[config.mk]
export PLATFORM = sky130hd
export DESIGN_NAME = cin_lane_sync
export DESIGN_NICKNAME = d
export VERILOG_FILES = /design/src/rtl/cin_lane_sync.sv
export SDC_FILE = /design/constraint.sdc
export NUM_CORES = 1
export LEC_CHECK = 0
export CORE_ASPECT_RATIO = 1.1
export CORE_MARGIN = 4
export CORE_UTILIZATION = 54
export CTS_CLUSTER_DIAMETER = 60
export DETAILED_ROUTE_END_ITERATION = 10
export GPL_ROUTABILITY_DRIVEN = 0
export GPL_TIMING_DRIVEN = 0
export PLACE_DENSITY = 0.91
export SYNTH_ARGS = -nofsm -noshare
export SYNTH_HDL_FRONTEND = slang
export SYNTH_SLANG_ARGS = --single-unit
[constraint.sdc]
create_clock -name aclk_i -period 2.4 [get_ports aclk_i]
set_input_delay 0.72 -clock aclk_i [delete_from_list [all_inputs] [get_ports aclk_i]]
set_output_delay 0.72 -clock aclk_i [all_outputs]
set_load 0.05 [all_outputs]
[src/rtl/cin_lane_sync.sv]
// Lane word synchroniser: hunts for a training word in a narrow beat stream,
// locks onto its word boundary, then checks training or delivers payload words.
module cin_lane_sync #(
    parameter int NBITS = 4,
    parameter int NBEATS = 8,
    parameter logic [NBITS*NBEATS-1:0] TRAIN_SEQUENCE = 32'hA55A6996,
    parameter int LOSS_THRESH = 4,
    parameter AUTO_SLIP = "TRUE"
) (
    input  logic                    aclk_i,
    input  logic                    aresetn_i,
    input  logic [NBITS-1:0]        din_i,
    input  logic                    din_valid_i,
    input  logic                    lock_i,
    input  logic                    lock_rst_i,
    input  logic                    run_en_i,
    input  logic                    capture_i,
    output logic                    slip_o,
    output logic [1:0]              state_o,
    output logic                    locked_o,
    output logic                    running_o,
    output logic [NBITS*NBEATS-1:0] dout_o,
    output logic                    dout_valid_o,
    output logic                    biterr_o,
    output logic [15:0]             err_count_o
);

    localparam int W      = NBITS * NBEATS;
    localparam int HW     = W - NBITS;
    localparam int BEAT_W = $clog2(NBEATS);
    localparam int HUNT_W = $clog2(2 * NBEATS);
    localparam int BAD_W  = $clog2(LOSS_THRESH + 1);
    localparam bit SLIP_EN = (AUTO_SLIP == "TRUE");

    typedef enum logic [1:0] {
        IDLE    = 2'd0,
        HUNT    = 2'd1,
        LOCKED  = 2'd2,
        RUNNING = 2'd3
    } state_t;

    state_t              state;
    logic [HW-1:0]       history;
    logic [NBITS-1:0]    old_beat;
    logic [BEAT_W-1:0]   beat_cnt;
    logic [HUNT_W-1:0]   hunt_cnt;
    logic [BAD_W-1:0]    bad_cnt;
    logic [W-1:0]        window;
    logic                in_lock;
    logic                boundary;
    logic                is_train;

    assign window   = {din_i, history};
    assign in_lock  = (state == LOCKED) || (state == RUNNING);
    assign boundary = din_valid_i && in_lock && (beat_cnt == BEAT_W'(NBEATS - 1));
    assign is_train = (window == TRAIN_SEQUENCE);

    assign state_o   = state;
    assign locked_o  = in_lock;
    assign running_o = (state == RUNNING);

    // old_beat is the beat that just fell out of history, i.e. NBEATS beats back.
    // NOTE: history is a datapath register but is still reset, because the
    // repeat-error check compares against it from the very first beat.
    always_ff @(posedge aclk_i or negedge aresetn_i) begin
        if (!aresetn_i) begin
            history  <= '0;
            old_beat <= '0;
        end else if (din_valid_i) begin
            history  <= window[W-1:NBITS];
            old_beat <= history[NBITS-1:0];
        end
    end

    always_ff @(posedge aclk_i or negedge aresetn_i) begin
        if (!aresetn_i) begin
            biterr_o <= 1'b0;
        end else begin
            biterr_o <= !in_lock && din_valid_i && (din_i != old_beat);
        end
    end

    always_ff @(posedge aclk_i or negedge aresetn_i) begin
        if (!aresetn_i) begin
            state        <= IDLE;
            beat_cnt     <= '0;
            hunt_cnt     <= '0;
            bad_cnt      <= '0;
            err_count_o  <= '0;
            slip_o       <= 1'b0;
            dout_o       <= '0;
            dout_valid_o <= 1'b0;
        end else begin
            // NOTE: pulse outputs default low each cycle; later assignments in
            // this block override, which is how a one-cycle strobe is formed.
            slip_o       <= 1'b0;
            dout_valid_o <= 1'b0;
            if (capture_i) begin
                dout_o <= window;
            end

            if (lock_rst_i) begin
                state       <= IDLE;
                beat_cnt    <= '0;
                hunt_cnt    <= '0;
                bad_cnt     <= '0;
                err_count_o <= '0;
            end else begin
                if (din_valid_i && in_lock) begin
                    beat_cnt <= boundary ? '0 : beat_cnt + BEAT_W'(1);
                end
                if (boundary) begin
                    dout_o       <= window;
                    dout_valid_o <= 1'b1;
                end

                unique case (state)
                    IDLE: begin
                        if (lock_i) begin
                            state    <= HUNT;
                            hunt_cnt <= '0;
                        end
                    end
                    HUNT: begin
                        if (din_valid_i) begin
                            if (is_train) begin
                                state    <= LOCKED;
                                beat_cnt <= '0;
                                hunt_cnt <= '0;
                                bad_cnt  <= '0;
                            end else if (SLIP_EN) begin
                                if (hunt_cnt == HUNT_W'(2 * NBEATS - 1)) begin
                                    slip_o   <= 1'b1;
                                    hunt_cnt <= '0;
                                end else begin
                                    hunt_cnt <= hunt_cnt + HUNT_W'(1);
                                end
                            end
                        end
                    end
                    LOCKED: begin
                        if (boundary) begin
                            if (is_train) begin
                                bad_cnt <= '0;
                            end else if (run_en_i) begin
                                state <= RUNNING;
                            end else begin
                                if (err_count_o != 16'hFFFF) begin
                                    err_count_o <= err_count_o + 16'd1;
                                end
                                if (bad_cnt == BAD_W'(LOSS_THRESH - 1)) begin
                                    state    <= HUNT;
                                    bad_cnt  <= '0;
                                    hunt_cnt <= '0;
                                end else begin
                                    bad_cnt <= bad_cnt + BAD_W'(1);
                                end
                            end
                        end
                    end
                    RUNNING: begin
                    end
                endcase
            end
        end
    end

endmodule

==> out/qor.csv <==
metric,value,unit
status,"finished, final reports clean",
"Clk Latency, worst-skew pair",360,ps
worst r2r src,state_o[1],
clock tree buffer depth,2,
"FF+latch count, synth",95,
Power per Cell Area,937,nW/um2
die area,9730,um2
fin. max-slew vios,0,
clock-pin slew on the worst setup and hold paths,100,ps
VDD IR max,0.753,mV
cts-stage hold buffer count,0,
chip height,103,um
Tcrit/Tclk final,0.977,
"Net Count, Synth",367,
Fmax achieved,426,MHz
final number of hold-violating endpoints,0,
Routed Antenna Nets,0,
largest net degree at the start of global routing,77,
Post-Syn Instances,347,
GRT Residual Overflow,0,
Final nets,444,
maxcap violations,0,
distinct cell type count after synthesis,55,
io pins,66,
Hold WS,233,ps
DR iter-0 viols,145,
worst path cell trace,clkdlybuf4s50_1,
initial antenna violation count,0,
largest family of logic cells by synthesized area,multiplexers,
Sink Count,95,
Core Area,7960,um2
Critical Path Fanout Max,5,
layout cell share with drive strength beyond 1,0.268,
Routed WL per cell,18.3,um
Num CTS Buffers,9,
Die W,94.4,um
Post-Syn Area,4440,um2
simple-gate share of the synthesized area,0.132,
post-synthesis mux area share,0.191,
Buf/Inv on CP,1,
share of the synthesized area in the top cell type,0.536,
placed insts,521,
Via Count,3188,
gr usage total,0.220,
Synth Warn #,0,
crit start category,flip-flop,
Synth Area in Adders,0.0254,
synth cell count leaders,"dfrtp_1 (95), mux2_2 (59), nand2_1 (14), nor2_1 (14)",
register area share after synthesis,0.536,
Lkg Pwr,2.48,nW
post-synthesis async set-or-reset flop share,1.00,
Port Buffers,65,
Syn Area/Cell,12.8,um2
"Setup violations, final",0,
Yosys top cell by area,dfrtp_1,
H-tree depth,3,
most common cell in the synthesized netlist,dfrtp_1,
critical path type,flip-flop to output port,
Starting Density,0.558,
Area Overhead vs Synth,24.6,%
top post-synthesis cells by area,"dfrtp_1 (54%), mux2_2 (15%), mux2_1 (2.8%)",
Post-Layout Cell Count,537,
Clk Tree Root Cell,clkbuf_8,
Post-DP HPWL,7010,um
# rows,34,
"EDFF count, synth",0,
critical path arrival,1630,ps
"delay-heaviest family, CP",buffers and inverters,
Critical Path Start,err_count_o[13],
Worst slew margin,0.636,
worst setup margin,55.0,ps
final WL,9800,um
CTS tree,yes,
top_reg_cell synth,dfrtp_1,
vias in the first global route,3317,
Synth Area in Compound Gates,0.0803,
Post-Route Utilization,0.695,
required time of the critical path,1680,ps
via/cell ratio,5.94,
DRT Pass-1 Iters,5,
first-pass GRT wire length,16500,um
Final Critical Period,2350,ps
worst-margin pin slew,546,ps
xor/xnor cell area share of the yosys netlist,0.0118,
Worst path max stage delay,840,ps
slowest cell on the critical path,clkdlybuf4s50_1,
Setup WS pre-CTS,-620,ps
worst min-delay path class,input pin to asynchronous set/reset pin,
Layout Skew,8.60,ps
# diodes,0,
DRC,0,
Crit. End Element,output port,
placed cells by master (no fill, tap or decap), drive strengths merged, types with 9 or more instances in the layout:
cell,n
inv,11
ha,9
a21oi,11
mux2,72
clkbuf,17
nand2,14
buf,9
nor2,14
dfrtp,95
clkdlybuf4s50,51
nor2b,9
timing repair:
action	in CTS	in global routing
buffers inserted	1	0
hold endpoints to repair	0	0
gates resized for setup	14	25
pin swaps	2	2
setup endpoints to repair	43	84
layout make-up:
type / instances / area (um2)
Clock buffer: 9 / 124
Sequential cell: 95 / 2380
Clock inverter: 7 / 78.8
Multi-Input combinational cell: 230 / 2010
Tap cell: 108 / 135
Fill cell: 565 / 2420
Timing Repair Buffer: 67 / 692
Buffer: 13 / 85.1
Inverter: 8 / 30.0
stage by stage:
stage                     power [mW]  setup TNS [ps]  area (um2)
after floorplan                 3.44               0        4440
after global placement          4.01         -293210        5230
after detailed placement        4.09          -36950        5250
after CTS                       5.21            -179        5490
after global routing            5.43           -16.2        5530
final                           5.18               0        5530
path summary, 6_finish.rpt:
path	to	slack, ps	cells past startpoint
max in group asynchronous	dout_o[12]	1540	2
min reg2reg	dout_o[19]	500	1
max reg2reg	state_o[0]	180	7
max	err_count_o[13]	50	1
min in group aclk_i	dout_o[19]	500	1
min	dout_valid_o	230	1
registers in the layout, summed over array words and instances, names as in the netlist:
register      flops
history          28
state_o           2
biterr_o          1
dout_valid_o      1
slip_o            1
beat_cnt          3
dout_o           32
hunt_cnt          4
err_count_o      16
old_beat          4
bad_cnt           3
power by group:
| part | total, mW | internal [mW] | leakage, nW | switching, mW |
|---|---|---|---|---|
| combinational | 1.88 | 0.757 | 1.20 | 1.12 |
| sequential | 2.21 | 1.93 | 1.18 | 0.279 |
| clock | 1.09 | 0.495 | 0.0982 | 0.598 |
layer usage:
layer	part of all wire	wire length (um)	track usage	vias up
li1	-	-	-	1431
met1	0.42	4100	0.284	1616
met2	0.51	4970	0.373	123
met3	0.061	598	0.0511	18
met4	0.014	136	0.0633	0
met5	0	0	0	-
cell families (layout without fill, tap and decap cells):
family                     Yosys count  after routing
DFF                                 95             95
and+or+nand+nor                     93             93
muxes                               75             75
AOI/OAI and AO/OA                   47             47
buffers and inverters               22            104
adders and majority gates            9              9
xor gates and xnor gates             6              6
(Power assumes the default switching activity.)
